<file path="config.mk">
export PLATFORM = sky130hd
export DESIGN_NAME = wb_bram_bist
export DESIGN_NICKNAME = d
export VERILOG_FILES = /design/src/rtl/wb_bram_bist.sv
export SDC_FILE = /design/constraint.sdc
export NUM_CORES = 1
export LEC_CHECK = 0
export ABC_AREA = 1
export CORE_MARGIN = 4
export CORE_UTILIZATION = 50
export CTS_BUF_LIST = sky130_fd_sc_hd__clkbuf_16
export CTS_CLUSTER_SIZE = 12
export DETAILED_ROUTE_END_ITERATION = 12
export GPL_ROUTABILITY_DRIVEN = 0
export PLACE_DENSITY = 0.75
export SLEW_MARGIN = 40
export SYNTH_ARGS = -nofsm -noshare
export SYNTH_HDL_FRONTEND = slang
export SYNTH_SLANG_ARGS = --single-unit
</file>
<file path="constraint.sdc">
create_clock -name i_clk -period 3.62 [get_ports i_clk]
set_input_delay 0.362 -clock i_clk [delete_from_list [all_inputs] [get_ports i_clk]]
set_output_delay 0.362 -clock i_clk [all_outputs]
set_load 0.01 [all_outputs]
</file>
<file path="src/rtl/wb_bram_bist.sv">
// Wishbone pipelined BRAM self-test master: writes (addr ^ SEED) to every
// address, reads everything back and reports pass/fail, timeout and first bad address.
module wb_bram_bist #(
  parameter int unsigned AW          = 8,
  parameter int unsigned DW          = 8,
  parameter logic [7:0]  SEED        = 8'hA5,
  parameter int unsigned TIMEOUT     = 255,
  parameter bit          AUTO_START  = 1'b1,
  parameter int unsigned START_DELAY = 16
) (
  input  logic                                 i_clk,
  input  logic                                 i_reset_n,
  input  logic                                 i_start,
  output logic                                 o_wb_cyc,
  output logic                                 o_wb_stb,
  output logic                                 o_wb_we,
  output logic [AW-1:0]                        o_wb_addr,
  output logic [DW-1:0]                        o_wb_data,
  output logic [((DW/8 > 1) ? DW/8 : 1)-1:0]   o_wb_sel,
  input  logic                                 i_wb_stall,
  input  logic                                 i_wb_ack,
  input  logic [DW-1:0]                        i_wb_data,
  output logic                                 o_busy,
  output logic                                 o_done,
  output logic                                 o_pass,
  output logic                                 o_timeout,
  output logic [7:0]                           o_err_count,
  output logic [AW-1:0]                        o_fail_addr,
  output logic [5:0]                           o_led,
  output logic [2:0]                           o_dbg_state
);

  localparam int unsigned PW   = (AW > 8) ? AW : 8;
  localparam int unsigned TW   = (TIMEOUT < 2) ? 1 : $clog2(TIMEOUT);
  localparam int unsigned DLW  = (START_DELAY < 1) ? 1 : $clog2(START_DELAY + 1);
  localparam int unsigned HB_W = 23;

  typedef enum logic [2:0] {IDLE, WR_REQ, WR_ACK, RD_REQ, RD_ACK, DONE} state_t;

  state_t          state_q, state_d;
  logic [AW-1:0]   addr_q, addr_d;
  logic [TW-1:0]   tcnt_q, tcnt_d;
  logic [7:0]      err_q, err_d;
  logic [AW-1:0]   fail_q, fail_d;
  logic            timeout_q, timeout_d;
  logic [DLW-1:0]  dly_q, dly_d;
  logic            armed_q, armed_d;
  logic [HB_W-1:0] hb_q;

  logic [PW-1:0]   pat_wide;
  logic [DW-1:0]   exp_data;
  logic            last_addr;
  logic            ack_expired;
  logic            auto_go;
  logic            go;

  assign pat_wide    = PW'(addr_q) ^ PW'(SEED);
  assign exp_data    = DW'(pat_wide);
  assign last_addr   = (addr_q == '1);
  assign ack_expired = (tcnt_q == TW'(TIMEOUT - 1));
  // Auto-start is a one-shot armed by reset; any start (manual or auto) disarms it.
  assign auto_go     = AUTO_START && armed_q && (dly_q == DLW'(START_DELAY));

  always_comb begin
    state_d   = state_q;
    addr_d    = addr_q;
    tcnt_d    = tcnt_q;
    err_d     = err_q;
    fail_d    = fail_q;
    timeout_d = timeout_q;
    armed_d   = armed_q;
    dly_d     = dly_q;
    go        = 1'b0;

    if (dly_q != DLW'(START_DELAY)) dly_d = dly_q + DLW'(1);

    case (state_q)
      IDLE:    go = i_start || auto_go;
      WR_REQ, RD_REQ: begin
        if (!i_wb_stall) begin
          state_d = (state_q == WR_REQ) ? WR_ACK : RD_ACK;
          tcnt_d  = '0;
        end
      end
      WR_ACK, RD_ACK: begin
        if (i_wb_ack) begin
          if (state_q == RD_ACK && i_wb_data != exp_data) begin
            if (err_q != 8'hFF) err_d = err_q + 8'd1;
            if (err_q == 8'd0) fail_d = addr_q;
          end
          if (state_q == WR_ACK) begin
            state_d = RD_REQ;
            addr_d  = last_addr ? '0 : addr_q + AW'(1);
            if (!last_addr) state_d = WR_REQ;
          end else begin
            state_d = last_addr ? DONE : RD_REQ;
            if (!last_addr) addr_d = addr_q + AW'(1);
          end
        end else if (ack_expired) begin
          timeout_d = 1'b1;
          state_d   = DONE;
        end else begin
          tcnt_d = tcnt_q + TW'(1);
        end
      end
      DONE:    go = i_start;
      default: state_d = IDLE;
    endcase

    if (go) begin
      state_d   = WR_REQ;
      addr_d    = '0;
      err_d     = '0;
      fail_d    = '0;
      timeout_d = 1'b0;
      armed_d   = 1'b0;
    end
  end

  always_ff @(posedge i_clk or negedge i_reset_n) begin
    if (!i_reset_n) begin
      state_q   <= IDLE;
      addr_q    <= '0;
      tcnt_q    <= '0;
      err_q     <= '0;
      fail_q    <= '0;
      timeout_q <= 1'b0;
      dly_q     <= '0;
      armed_q   <= AUTO_START;
      hb_q      <= '0;
    end else begin
      state_q   <= state_d;
      addr_q    <= addr_d;
      tcnt_q    <= tcnt_d;
      err_q     <= err_d;
      fail_q    <= fail_d;
      timeout_q <= timeout_d;
      dly_q     <= dly_d;
      armed_q   <= armed_d;
      hb_q      <= hb_q + HB_W'(1);
    end
  end

  // Bus outputs decode straight from registered state, so reset drops cyc/stb at once.
  assign o_wb_cyc    = (state_q == WR_REQ) || (state_q == WR_ACK) ||
                       (state_q == RD_REQ) || (state_q == RD_ACK);
  assign o_wb_stb    = (state_q == WR_REQ) || (state_q == RD_REQ);
  assign o_wb_we     = (state_q == WR_REQ) || (state_q == WR_ACK);
  assign o_wb_addr   = o_wb_cyc ? addr_q : '0;
  assign o_wb_data   = o_wb_cyc ? exp_data : '0;
  assign o_wb_sel    = o_wb_cyc ? '1 : '0;
  assign o_busy      = o_wb_cyc;
  assign o_done      = (state_q == DONE);
  assign o_pass      = o_done && (err_q == 8'd0) && !timeout_q;
  assign o_timeout   = timeout_q;
  assign o_err_count = err_q;
  assign o_fail_addr = fail_q;
  assign o_led       = {err_q != 8'd0, timeout_q, o_pass, o_done, o_busy, hb_q[HB_W-1]};
  assign o_dbg_state = state_q;

endmodule

</file>
==> metrics.yaml, run 1 <==
status:
  status: "finished, violations left"
  violations: "negative hold slack"
clock_network:
  clockBufferDepth: 2
  htreeDepth: 3
  postCtsSetupRepairBufs: 0
  cts_resized: 0
  postCtsHoldBufs: 0
  clock-sinks: 65
  cts_buffers: 9
  cts-root-buf: "clkbuf_16"
  cts_tree: "yes"
  clock_latency_ns: 0.32
  clkTransAtPathRegs_ns: 0.06
placed_design:
  hpwl_um: 6220
  place_area_um2: 4470
  port_buffers: 61
timing:
  setup_viol: 0
  rsz0062_at_grt: "no"
  fin_crit_sh_pct: 72.3
  worstMarginPinSlew_ns: 0.564
  slew-limit-headroom_pct: 62.3
  hold-worst-slack_ns: -0.00838
  hold_viol_final: 3
  fmax_mhz: 382
  skew_ns: 0.00543
  slew_violations: 0
  fin_crit_ns: 2.62
  fin_setup_tns_ns: 0
worst_setup_path:
  reg2reg_from: "dly_q[0]"
  path_cells: "inv_1, nand3_1, nand2_1, nor2_2, inv_1, clkdlybuf4s50_1"
  worstReg2RegEnd: "o_err_count[6]"
  path_max_fanout: 13
  crit_path_frequent_cell: "inv_1"
  startpoint_type: "flop"
  rrSetupSlack_ns: 1.46
  end_kind: "output port"
  path_class: "reg -> out"
  crit_required_ns: 3.26
  slowest_delay_ns: 0.52
  crit_arrival_ns: 2.26
  slowest_stage: "clkdlybuf4s50_1"
  r2r_cells: 9
logic_synthesis:
  synth_fp_nets: 521
  syn_area_um2: 3870
  ys_seq_area_share_pct: 42.1
  ys_seq_elements: 65
  yosys_warnings: 0
  syn_inst: 499
  syn_avg_cell_area_um2: 7.75
  yosysUniqueCellTypes: 33
cells_and_area:
  drive_above_1_share_pct: 8.45
  register_area_um2: 1630
  multi_input_area_um2: 1880
  syn2layout_area_growth_pct: 22.1
  mostFrequentLayoutCells: "137 x nand2_1, 64 x dfrtp_1, 60 x clkdlybuf4s50_1"
  layout_commonest_cell: "nand2_1"
  fillers: 639
  fin_area_um2: 4720
  layout.nets: 575
  diodes: 0
floorplanning:
  die_width_um: 96.0
  start_util_pct: 52.5
  die_height_um: 96.0
  core_area_um2: 7370
  fp.dieArea_um2: 9210
  row_count: 31
  io_pins: 62
power:
  p_leak_uw: 0.00235
  power_density_nw_per_um2: 613
  max-vdd-ir-drop_mv: 0.252
  p_total_uw: 2890
detailed_routing:
  routed_via_density: 5.02
  vias: 3288
  route.detailed.drc: 0
  drt_iter0_markers: 165
  drtAntennaViolNets: 0
  drtPass1Iterations: 4
  wl_per_cell_um: 12.9
  wl_um: 8470
grt:
  grt_max_degree: 39
  grt_pass1_wl_um: 14100
  antenna_found_initial: 0
  grt-ovfl-total: 0
  grt_usage_pct: 19.6
  grt_pass1_vias: 3114
min_path:
  hold_class: "in -> async"
run:
  maxCapViolCount: 0
per-stage QoR:
stage	setup slack [ns]	instances	utilization, %
final	1.00	655	64.1
after global routing	0.778	655	64.1
after CTS	0.724	655	64.0
after detailed placement	1.07	641	60.6
after global placement	1.19	641	60.6
after floorplan	1.76	499	-
where the power goes:
part	internal [µW]	switching, µW
registers	803	92.7
logic	513	738
clock network	447	299
total	1760	1130
critical path: cells and delay by family, from the launching register on:
kind,cells,cell delay [ns]
flip-flops,1,0.45
buffers and inverters,3,0.79
AND/OR/NAND/NOR,3,0.70
Yosys cell counts:
| cell type | instances | share of area, % |
|---|---|---|
| nor2_1 | 59 | 5.7 |
| xnor2_1 | 15 | 3.4 |
| buf_2 | 5 | 0.65 |
| xor2_1 | 22 | 5.0 |
| inv_4 | 1 | 0.16 |
| clkbuf_1 | 1 | 0.097 |
| nor3_4 | 1 | 0.42 |
| buf_4 | 11 | 2.1 |
| o21ai_0 | 4 | 0.52 |
| inv_2 | 9 | 0.87 |
| nor2_2 | 4 | 0.65 |
| nand3b_1 | 2 | 0.39 |
| buf_8 | 1 | 0.39 |
| o21a_1 | 1 | 0.19 |
| nand3_1 | 48 | 6.2 |
| inv_1 | 50 | 4.9 |
| o21ai_1 | 13 | 1.7 |
| nand2_8 | 1 | 0.52 |
| dfrtp_1 | 64 | 41 |
| nor3_2 | 1 | 0.26 |
| a21oi_4 | 1 | 0.42 |
| nand2_4 | 4 | 1.2 |
| ha_1 | 9 | 2.9 |
| nand4_1 | 7 | 1.1 |
| nand2_2 | 5 | 0.81 |
| nand3_2 | 1 | 0.26 |
| o21ai_4 | 3 | 1.3 |
| nor3_1 | 10 | 1.3 |
| a21oi_1 | 5 | 0.65 |
| dfstp_2 | 1 | 0.68 |
| nand2_1 | 137 | 13 |
| nor4_1 | 2 | 0.32 |
| buf_6 | 1 | 0.29 |
worst max-delay path by stage:
stage	from	cells past startpoint	slack, ns	end
2_1_floorplan	o_err_count[0]	5	1.76	o_led[3]
3_3_place_gp	o_dbg_state[1]	6	1.19	o_wb_cyc
3_5_place_dp	o_dbg_state[1]	6	1.07	o_wb_sel
4_1_cts	o_dbg_state[1]	6	0.72	o_wb_sel
5_1_grt	o_dbg_state[1]	6	0.78	o_busy
6_report	o_dbg_state[1]	6	1.00	o_wb_sel
sequential cells by signal, indices dropped and copies added, names as in the netlist:
register and flops:
o_timeout 1, dly_q 5, armed_q 1, addr_q 8
o_fail_addr 8, hb_q 23, o_err_count 8, o_dbg_state 3
tcnt_q 8
metal layers:
metal / track usage, % / part of all wire, % / up-vias
met4: 6.52 / 1.7 / 0
li1: - / - / 1659
met2: 34.5 / 50 / 80
met5: 0 / 0 / -
met3: 4.46 / 4.7 / 13
met1: 23.6 / 43 / 1536
cells by family (layout without fill, tap and decap cells):
kind of cell / count (synthesis) / count (layout) / synth area share (%)
DFF: 65 / 65 / 42.1
buffers and inverters: 79 / 136 / 9.45
adders and majority gates: 9 / 9 / 2.91
AOI/OAI and AO/OA: 27 / 27 / 4.72
and+or+nand+nor: 282 / 282 / 32.4
xor gates and xnor gates: 37 / 37 / 8.38
final cells by class:
class | instances | share of cell area (%)
clock buffer | 9 | 4.77
tap | 99 | 2.62
timing repair buffer | 62 | 13.0
sequential | 65 | 34.5
clock inverter | 5 | 0.530
multi-input combinational | 355 | 39.7
inverter | 60 | 4.82
Note: power is estimated with default switching activity, not from simulation.
==> run 2, diff against run 1 <==
CORE_UTILIZATION = 49   (was 50)
PLACE_DENSITY = 0.77   (was 0.75)
clock period = 2.1 ns   (was 3.62 ns; I/O delays follow)
==> run 2 against run 1 <==
The run now ends clean. First-iteration DRC count is 22% higher. Sequential share of layout area is 1.2 points lower. Power is 85% higher. Clock power is 110% higher. Highest routed layer unchanged.
==> metrics.yaml, run 2 (same netlist as run 1, synthesis figures left out) <==
detailed_routing:
  wl_um: 8620
  drt_iter0_markers: 202
  routed_via_density: 5.07
  vias: 3417
  drtAntennaViolNets: 0
  drtPass1Iterations: 4
  route.detailed.drc: 0
  wl_per_cell_um: 12.8
power:
  pwr-share-clk_pct: 29.1
  p_leak_uw: 0.00255
  seqPwrFrac_pct: 28.6
  p_sw_share_pct: 37.4
  power_density_nw_per_um2: 1090
  switching_power_uw: 2000
  p_int_uw: 3350
  combinationalPowerShare_pct: 42.3
  max-vdd-ir-drop_mv: 0.557
cells_and_area:
  largest_register_ffs: 23
  final_cells: 674
  drive_above_1_share_pct: 11.4
  finish.utilization_pct: 63.8
  fillers: 654
  top_register: "hb_q"
  mostFrequentLayoutCells: "136 x nand2_1, 63 x dfrtp_1, 58 x nor2_1"
  diodes: 0
  layout.nets: 589
  layout_commonest_cell: "nand2_1"
  syn2layout_area_growth_pct: 26.8
placed_design:
  dp_slack_ns: -0.267
  place_inst: 655
  port_buffers: 61
  hpwl_um: 6330
grt:
  grt_usage_pct: 19.0
  grt_pass1_wl_um: 14900
  grt_max_degree: 40
  grt_pass1_vias: 3323
  antenna_found_initial: 0
  grt-ovfl-total: 0
floorplanning:
  die_height_um: 96.8
  fp.dieArea_um2: 9380
  start_util_pct: 50.3
  row_count: 32
  core_area_um2: 7690
  die_width_um: 96.8
  io_pins: 62
worst_setup_path:
  r2r_cells: 8
  worst_path_dominant_cell_family: "buffers and inverters"
  rrSetupSlack_ns: 0.30
  path_cells: "inv_1, ha_1, nand4_1, buf_4, clkdlybuf4s50_1"
  critPathBufInv: 3
  slowest_stage: "clkdlybuf4s50_1"
  startpoint_type: "flop"
  path_max_fanout: 5
  path_class: "reg -> out"
  crit_arrival_ns: 1.79
  cp.depth: 5
  worstReg2RegEnd: "addr_q[6]"
  reg2reg_from: "addr_q[0]"
  crit_required_ns: 1.89
  slowest_delay_ns: 0.53
  end_kind: "output port"
timing:
  setup_viol: 0
  fin_ws_ns: 0.104
  skew_ns: 0.00541
  fin_crit_ns: 2.00
  fin_crit_sh_pct: 95.1
  hold_viol_final: 0
  slew_violations: 0
  fmax_mhz: 501
  slew-limit-headroom_pct: 57.2
  worstMarginPinSlew_ns: 0.642
  rsz0062_at_grt: "no"
  hold-worst-slack_ns: 0.458
min_path:
  hold_class: "in -> async"
clock_network:
  clkTransAtPathRegs_ns: 0.06
  clockBufferDepth: 2
  cts_tree: "yes"
  cts_buffers: 9
  clock_latency_ns: 0.32
  cts-root-buf: "clkbuf_16"
  htreeDepth: 3
  clock-sinks: 65
status:
  status: "finished, final reports clean"
run:
  maxCapViolCount: 0
## run 2: cell count changes in the layout (fill, tap and decap cells not counted), moves of 2 or more
cell             delta
clkdlybuf4s50_1    -22
buf_12              +2
dlygate4sd2_1      +22
bufinv_16           +2
buf_4              +10
## run 2: worst max path at each step
stage,start,end,slack (ns)
3_5_place_dp,o_dbg_state[1],o_led[1],-0.27
2_1_floorplan,o_err_count[0],o_led[3],0.39
5_1_grt,o_dbg_state[2],o_wb_stb,0.01
6_report,o_err_count[1],o_led[5],0.10
4_1_cts,o_dbg_state[2],o_wb_stb,0.06
3_3_place_gp,o_dbg_state[1],o_busy,-0.11
## run 2: power groups by stage
stage                     Combinational [µW]  Sequential [µW]  Clock (µW)
after floorplan                         1370             1570           0
after global placement                  2250             1540           0
after detailed placement                2280             1550           0
after CTS                               2270             1530        1590
after global routing                    2490             1550        1640
final                                   2260             1530        1560
## run 2: cell type report
class	instances	area, µm²	area share, %
repair buffers	76	718	14.6
flip-flops and latches	65	1630	33.2
clock inverters	7	86.3	1.76
clock buffers	9	225	4.59
well taps	102	128	2.60
inverters	60	228	4.64
multi-input cells	355	1890	38.5
## run 2: repair_timing
action / CTS / global route
endpoints found under the hold margin: 25 / 0
pin swaps: 2 / 0
buffers inserted: 2 / 0
resized for setup: 26 / 1
gates cloned: 0 / 0
setup endpoints to repair: 22 / 1
hold buffers: 1 / 0
## run 2: routing by layer
layer	track usage [%]	share of wire, %	vias to the layer above
met5	0	0	-
met4	6.59	1.7	0
met3	5.34	5.4	17
met2	31.8	49	106
met1	23.7	44	1599
li1	-	-	1695
## run 2: stage by stage
step | power [µW] | cell area [µm²] | setup TNS (ns)
after floorplan | 2940 | 3870 | 0
after global placement | 3780 | 4570 | -0.480
after detailed placement | 3830 | 4570 | -2.85
after CTS | 5390 | 4900 | 0
after global routing | 5680 | 4900 | 0
final | 5350 | 4900 | 0
